[src/rtl/seg_scan_ctrl.sv]
// Multiplexed 7-segment scan controller: time-slices NUM_DIGITS digits with an
// anti-ghosting blank at the start of each slot and frame-aligned value updates.
module seg_scan_ctrl #(
  parameter int NUM_DIGITS  = 4,
  parameter int REFRESH_DIV = 100000,
  parameter int BLANK_CYC   = 1000
) (
  input  logic                    clk,
  input  logic                    rst,
  input  logic                    en,
  input  logic                    lz_en,
  input  logic                    load_valid,
  input  logic [4*NUM_DIGITS-1:0] load_data,
  output logic                    load_ready,
  output logic [6:0]              seg,
  output logic [NUM_DIGITS-1:0]   an,
  output logic                    frame_done
);

  localparam int DW = 4 * NUM_DIGITS;
  localparam int CW = $clog2(REFRESH_DIV);
  localparam int IW = $clog2(NUM_DIGITS);

  localparam logic [CW-1:0] CNT_LAST = CW'(REFRESH_DIV - 1);
  localparam logic [CW-1:0] CNT_SHOW = CW'(BLANK_CYC);
  localparam logic [IW-1:0] IDX_LAST = IW'(NUM_DIGITS - 1);

  localparam logic [0:0] ST_BLANK = 1'b0;
  localparam logic [0:0] ST_SHOW  = 1'b1;

  logic [CW-1:0]         cnt_q, cnt_d, cnt_inc;
  logic [IW-1:0]         idx_q, idx_d;
  logic [0:0]            st_q, st_d;
  logic [DW-1:0]         active_q, active_d;
  logic [DW-1:0]         pend_q, pend_d;
  logic                  pend_vld_q, pend_vld_d;
  logic [6:0]            seg_q, seg_d;
  logic [NUM_DIGITS-1:0] an_q, an_d;
  logic                  fd_q, fd_d;

  logic                  slot_end, frame_end, accept, commit;
  logic [3:0]            nib;
  logic                  dig_blank;

  function automatic logic [6:0] hex7(input logic [3:0] n);
    logic [6:0] s;
    case (n)
      4'h0: s = 7'b1111110;
      4'h1: s = 7'b0110000;
      4'h2: s = 7'b1101101;
      4'h3: s = 7'b1111001;
      4'h4: s = 7'b0110011;
      4'h5: s = 7'b1011011;
      4'h6: s = 7'b1011111;
      4'h7: s = 7'b1110000;
      4'h8: s = 7'b1111111;
      4'h9: s = 7'b1111011;
      4'hA: s = 7'b1110111;
      4'hB: s = 7'b0011111;
      4'hC: s = 7'b1001110;
      4'hD: s = 7'b0111101;
      4'hE: s = 7'b1001111;
      default: s = 7'b1000111;
    endcase
    return s;
  endfunction

  assign slot_end   = (cnt_q == CNT_LAST);
  assign frame_end  = slot_end && (idx_q == IDX_LAST);
  assign cnt_inc    = cnt_q + CW'(1);
  assign load_ready = !pend_vld_q;

  // accept needs an empty pending slot and commit needs a full one, so they
  // are never true together; a frame-end handshake waits for the next frame.
  assign accept = load_valid && !pend_vld_q;
  assign commit = en && frame_end && pend_vld_q;

  always_comb begin
    cnt_d = cnt_q;
    idx_d = idx_q;
    st_d  = st_q;
    if (!en) begin
      cnt_d = '0;
      idx_d = '0;
      st_d  = ST_BLANK;
    end else if (slot_end) begin
      cnt_d = '0;
      idx_d = (idx_q == IDX_LAST) ? '0 : idx_q + IW'(1);
      st_d  = ST_BLANK;
    end else begin
      cnt_d = cnt_inc;
      st_d  = (cnt_inc >= CNT_SHOW) ? ST_SHOW : ST_BLANK;
    end
  end

  always_comb begin
    pend_d     = accept ? load_data : pend_q;
    pend_vld_d = accept ? 1'b1 : (commit ? 1'b0 : pend_vld_q);
    active_d   = commit ? pend_q : active_q;
  end

  // Scan from the top digit down so "all higher nibbles zero" accumulates.
  always_comb begin
    logic hi_zero;
    nib       = 4'h0;
    dig_blank = 1'b0;
    hi_zero   = 1'b1;
    for (int i = NUM_DIGITS - 1; i >= 0; i--) begin
      hi_zero = hi_zero && (active_q[4*i +: 4] == 4'h0);
      if (idx_q == IW'(i)) begin
        nib       = active_q[4*i +: 4];
        dig_blank = lz_en && hi_zero && (i != 0);
      end
    end
  end

  always_comb begin
    seg_d = 7'b0;
    an_d  = '1;
    fd_d  = en && frame_end;
    if (en && (st_q == ST_SHOW) && !dig_blank) begin
      seg_d = hex7(nib);
      for (int i = 0; i < NUM_DIGITS; i++)
        if (idx_q == IW'(i)) an_d[i] = 1'b0;
    end
  end

  always_ff @(posedge clk) begin
    if (rst) begin
      cnt_q      <= '0;
      idx_q      <= '0;
      st_q       <= ST_BLANK;
      active_q   <= '0;
      pend_q     <= '0;
      pend_vld_q <= 1'b0;
      seg_q      <= 7'b0;
      an_q       <= '1;
      fd_q       <= 1'b0;
    end else begin
      cnt_q      <= cnt_d;
      idx_q      <= idx_d;
      st_q       <= st_d;
      active_q   <= active_d;
      pend_q     <= pend_d;
      pend_vld_q <= pend_vld_d;
      seg_q      <= seg_d;
      an_q       <= an_d;
      fd_q       <= fd_d;
    end
  end

  assign seg        = seg_q;
  assign an         = an_q;
  assign frame_done = fd_q;

endmodule

[config.mk]
export PLATFORM = sky130hd
export DESIGN_NAME = seg_scan_ctrl
export DESIGN_NICKNAME = d
export VERILOG_FILES = /design/src/rtl/seg_scan_ctrl.sv
export SDC_FILE = /design/constraint.sdc
export NUM_CORES = 1
export LEC_CHECK = 0
export CAP_MARGIN = 20
export CORE_MARGIN = 5
export CORE_UTILIZATION = 45
export CTS_BUF_LIST = sky130_fd_sc_hd__clkbuf_4 sky130_fd_sc_hd__clkbuf_8 sky130_fd_sc_hd__clkbuf_16
export CTS_CLUSTER_SIZE = 16
export DETAILED_ROUTE_END_ITERATION = 7
export PLACE_DENSITY = 0.66
export SYNTH_ARGS = -nofsm -noshare
export SYNTH_HDL_FRONTEND = slang
export SYNTH_SLANG_ARGS = --single-unit
[constraint.sdc]
create_clock -name clk -period 7.2 [get_ports clk]
set_input_delay 1.44 -clock clk [delete_from_list [all_inputs] [get_ports clk]]
set_output_delay 1.44 -clock clk [all_outputs]
set_load 0.05 [all_outputs]
==> results by group <==
Cells and area
  • Fin util: 53.0%
  • Layout cells sized above 1: 8.18%
  • Number of diodes: 0
  • Layout area overhead: 16.4%
  • Fin nets: 407

Global route
  • First-pass GRT wire length: 10,200 um
  • Largest net degree at the start of global routing: 36
  • GRT Util Overall: 14.7%
  • Antenna violations before repair: 0
  • Overflow after GRT: 0
  • Number of global-route vias before repair: 2,217

Logic synthesis
  • Syn_nets: 382
  • Seq cells post-synth: 65
  • Syn Std Cell Area: between 3000 and 4000 um2
  • Seq/Total Area, Yosys: 42.5%
  • Most frequent cell after synthesis: dfxtp_1
  • Commonest cells in the netlist: 65 x dfxtp_1, 50 x nand2_1, 41 x nor2_1, 25 x a21oi_1, 18 x mux2i_1
  • Yosys top cell area share: a little over two fifths
  • Synth unique cells: between 50 and 60
  • Top post-synthesis cells by area: dfxtp_1 43%, nand2_1 6.1%, mux2i_1 5.9%
  • Top FF cell, synth: dfxtp_1
  • Average cell area after synthesis: 8.77 um2
  • Post-synth ARST share: 0%
  • Warnings from Yosys: 0
  • Cells after Synth: 349
  • Synth area leader: dfxtp_1
  • Post-synth EDFFs: 0

Power
  • Tot Pwr: 0.000675 W
  • Pwr/cell area: around 190 nW/um2
  • VDD IR max: 0.000108 V
  • LEAKAGE: 1.40 nW

Critical path
  • Crit path launch type: input pin
  • Crit path max fanout: 7
  • R2R depth: 10
  • Kind of critical path: in2reg
  • RR Endpoint: seg[0]$_SDFF_PP0_
  • Worst path required time: 7.44 ns
  • Worst R2R Start: idx_q[0]$_SDFFE_PP0N_
  • WP data arrival: 3.41 ns
  • Register-to-Register Setup Slack: 4.47 ns
  • Critical Path Sink Type: register

Timing
  • Max_slew headroom: 37.7%
  • Clk_skew: 0.00716 ns
  • Worst-Margin Slew: 0.933 ns
  • Tcrit/Tclk final: 44.0%
  • Max-slew violation count: 0
  • Final Setup Violations: 0
  • Setup TNS: 0 ns
  • Final period demand of the worst path: around 3.2 ns
  • Worst hold slack: 0.460 ns
  • F_max: 0.316 GHz
  • Final hold violation count: 0
  • RSZ-0062 raised after global routing: no

Floorplan
  • Row count: 30
  • Die X: 92.5 um
  • Initial Util: 45.5%
  • Ports: 34
  • Die area: 8550 um2
  • Total core area: around 6700 um2
  • Chip height: 92.5 um

Clock tree
  • Worst-skew pair later-pin latency: around 0.34 ns
  • Setup bufs post-CTS: 0
  • Longest Clk Path Bufs: 2
  • Clk Tree Root Cell: clkbuf_8
  • Hold Buf Count CTS: 0
  • CTS tree: done
  • CTS resizes: 0
  • H-tree levels: 3
  • CTS Buf Count: 9
  • Clk sinks: 65
  • CTS clk-pin slew, worst paths: 0.07 ns

Flow run
  • Max Cap Viol: 0

Hold path
  • Hold EP: pend_q[13]$_SDFFE_PP0P_
  • Worst hold path class: reg2reg
  • Number of cells on the worst hold path: 2
  • Min-delay src: pend_q[13]$_SDFFE_PP0P_

Place
  • IO Port Bufs: 33
  • DP HPWL: about 4200 um
  • RePlAce Congestion: ~0.87

Route
  • Routed Antenna Nets: 0
  • Starting DRT DRC Count: ~160
  • Via count: 2,425
  • Wirelength per Cell: 12.9 um
  • DR pass1 iterations: 4
  • Routed WL: 5920 um
  • Remaining DRCs: 0
  • Via density: approximately 5.3

Outcome
  • Status: finished clean
==> cells by family (layout without fill, tap and decap cells) <==
logic type	after synthesis	after routing	share of synthesized area (%)
xor gates and xnor gates	15	15	4.29
buffers and inverters	34	64	5.60
adders and majority gates	12	12	4.91
and+or+nand+nor	148	148	24.1
AOI/OAI and AO/OA	57	57	12.7
DFF	65	65	42.5
muxes	18	18	5.89
==> layer usage <==
metal	up-vias	wire (um)	GRT usage (%)
met5	-	0	0
met3	10	263	3.49
met2	36	2560	22.1
met4	0	100	7.18
met1	1110	3000	19.8
li1	1269	-	-
==> through the flow <==
step / setup slack, ns / instance area (um2) / std cells
after floorplan: 4.35 / 3060 / 349
after global placement: 3.74 / 3380 / 443
after detailed placement: 3.70 / 3380 / 443
after CTS: 4.07 / 3560 / 459
after global routing: 3.92 / 3560 / 459
final: 4.03 / 3560 / 459
==> area by class of cell <==
class | instances | area, um2
Sequential cell | 65 | 1300
Multi-Input combinational cell | 250 | 1590
Clock inverter | 7 | 53.8
Inverter | 13 | 48.8
Tap cell | 80 | 100
Fill cell | 627 | 3160
Clock buffer | 9 | 124
Timing Repair Buffer | 35 | 345
==> sequential cells by signal, summed over array words and instances (netlist names) <==
name	flops
cnt_q	17
active_q	16
pend_q	16
seg	7
an	4
idx_q	2
frame_done	1
pend_vld_q	1
st_q	1
==> worst max-delay path by stage <==
stage	startpoint	end	slack [ns]	cells past startpoint
final	lz_en	seg[3]$_SDFF_PP0_	4.03	6
after CTS	lz_en	seg[3]$_SDFF_PP0_	4.07	6
after global routing	lz_en	seg[3]$_SDFF_PP0_	3.92	6
after global placement	lz_en	seg[3]$_SDFF_PP0_	3.74	6
after detailed placement	lz_en	seg[3]$_SDFF_PP0_	3.70	6
after floorplan	lz_en	seg[3]$_SDFF_PP0_	4.35	5
==> placed cells by master (no fill, tap or decap), types with 2 or more instances in the layout <==
| cell | count |
|---|---|
| dfxtp_1 | 65 |
| nand2_1 | 50 |
| nor2_1 | 41 |
| clkdlybuf4s50_1 | 33 |
| a21oi_1 | 25 |
| mux2i_1 | 18 |
| inv_1 | 12 |
| ha_1 | 12 |
| xnor2_1 | 9 |
| clkbuf_8 | 9 |
| nand3_1 | 8 |
| nand4_1 | 8 |
| nor3_1 | 7 |
| xor2_1 | 6 |
| a221oi_1 | 5 |
| and3_1 | 5 |
| o21ai_0 | 4 |
| nor2b_1 | 3 |
| nand3b_1 | 3 |
| and2_1 | 3 |
| or4_1 | 3 |
| clkinvlp_4 | 3 |
| a22oi_1 | 2 |
| a211o_1 | 2 |
| o211ai_1 | 2 |
| or2_2 | 2 |
| o41ai_1 | 2 |
| a31oi_1 | 2 |
| and2_2 | 2 |
| o311ai_0 | 2 |
| inv_6 | 2 |
| buf_4 | 2 |
==> critical path, cell delays in order <==
cell and delay, ns:
clkdlybuf4s50_1 0.47, or4b_1 0.43, a2111oi_0 0.39, nand4_1 0.27, nand3_2 0.23, o21ba_1 0.17
==> power by group <==
| group | leakage, nW | switching [W] | total (W) | internal [W] |
|---|---|---|---|---|
| clock network | 0.0822 | 0.000149 | 0.000275 | 0.000127 |
| registers | 0.527 | 0.00000353 | 0.000369 | 0.000365 |
| logic | 0.794 | 0.0000155 | 0.0000307 | 0.0000152 |
| total | 1.40 | 0.000168 | 0.000675 | 0.000507 |
(Power assumes the default switching activity.)
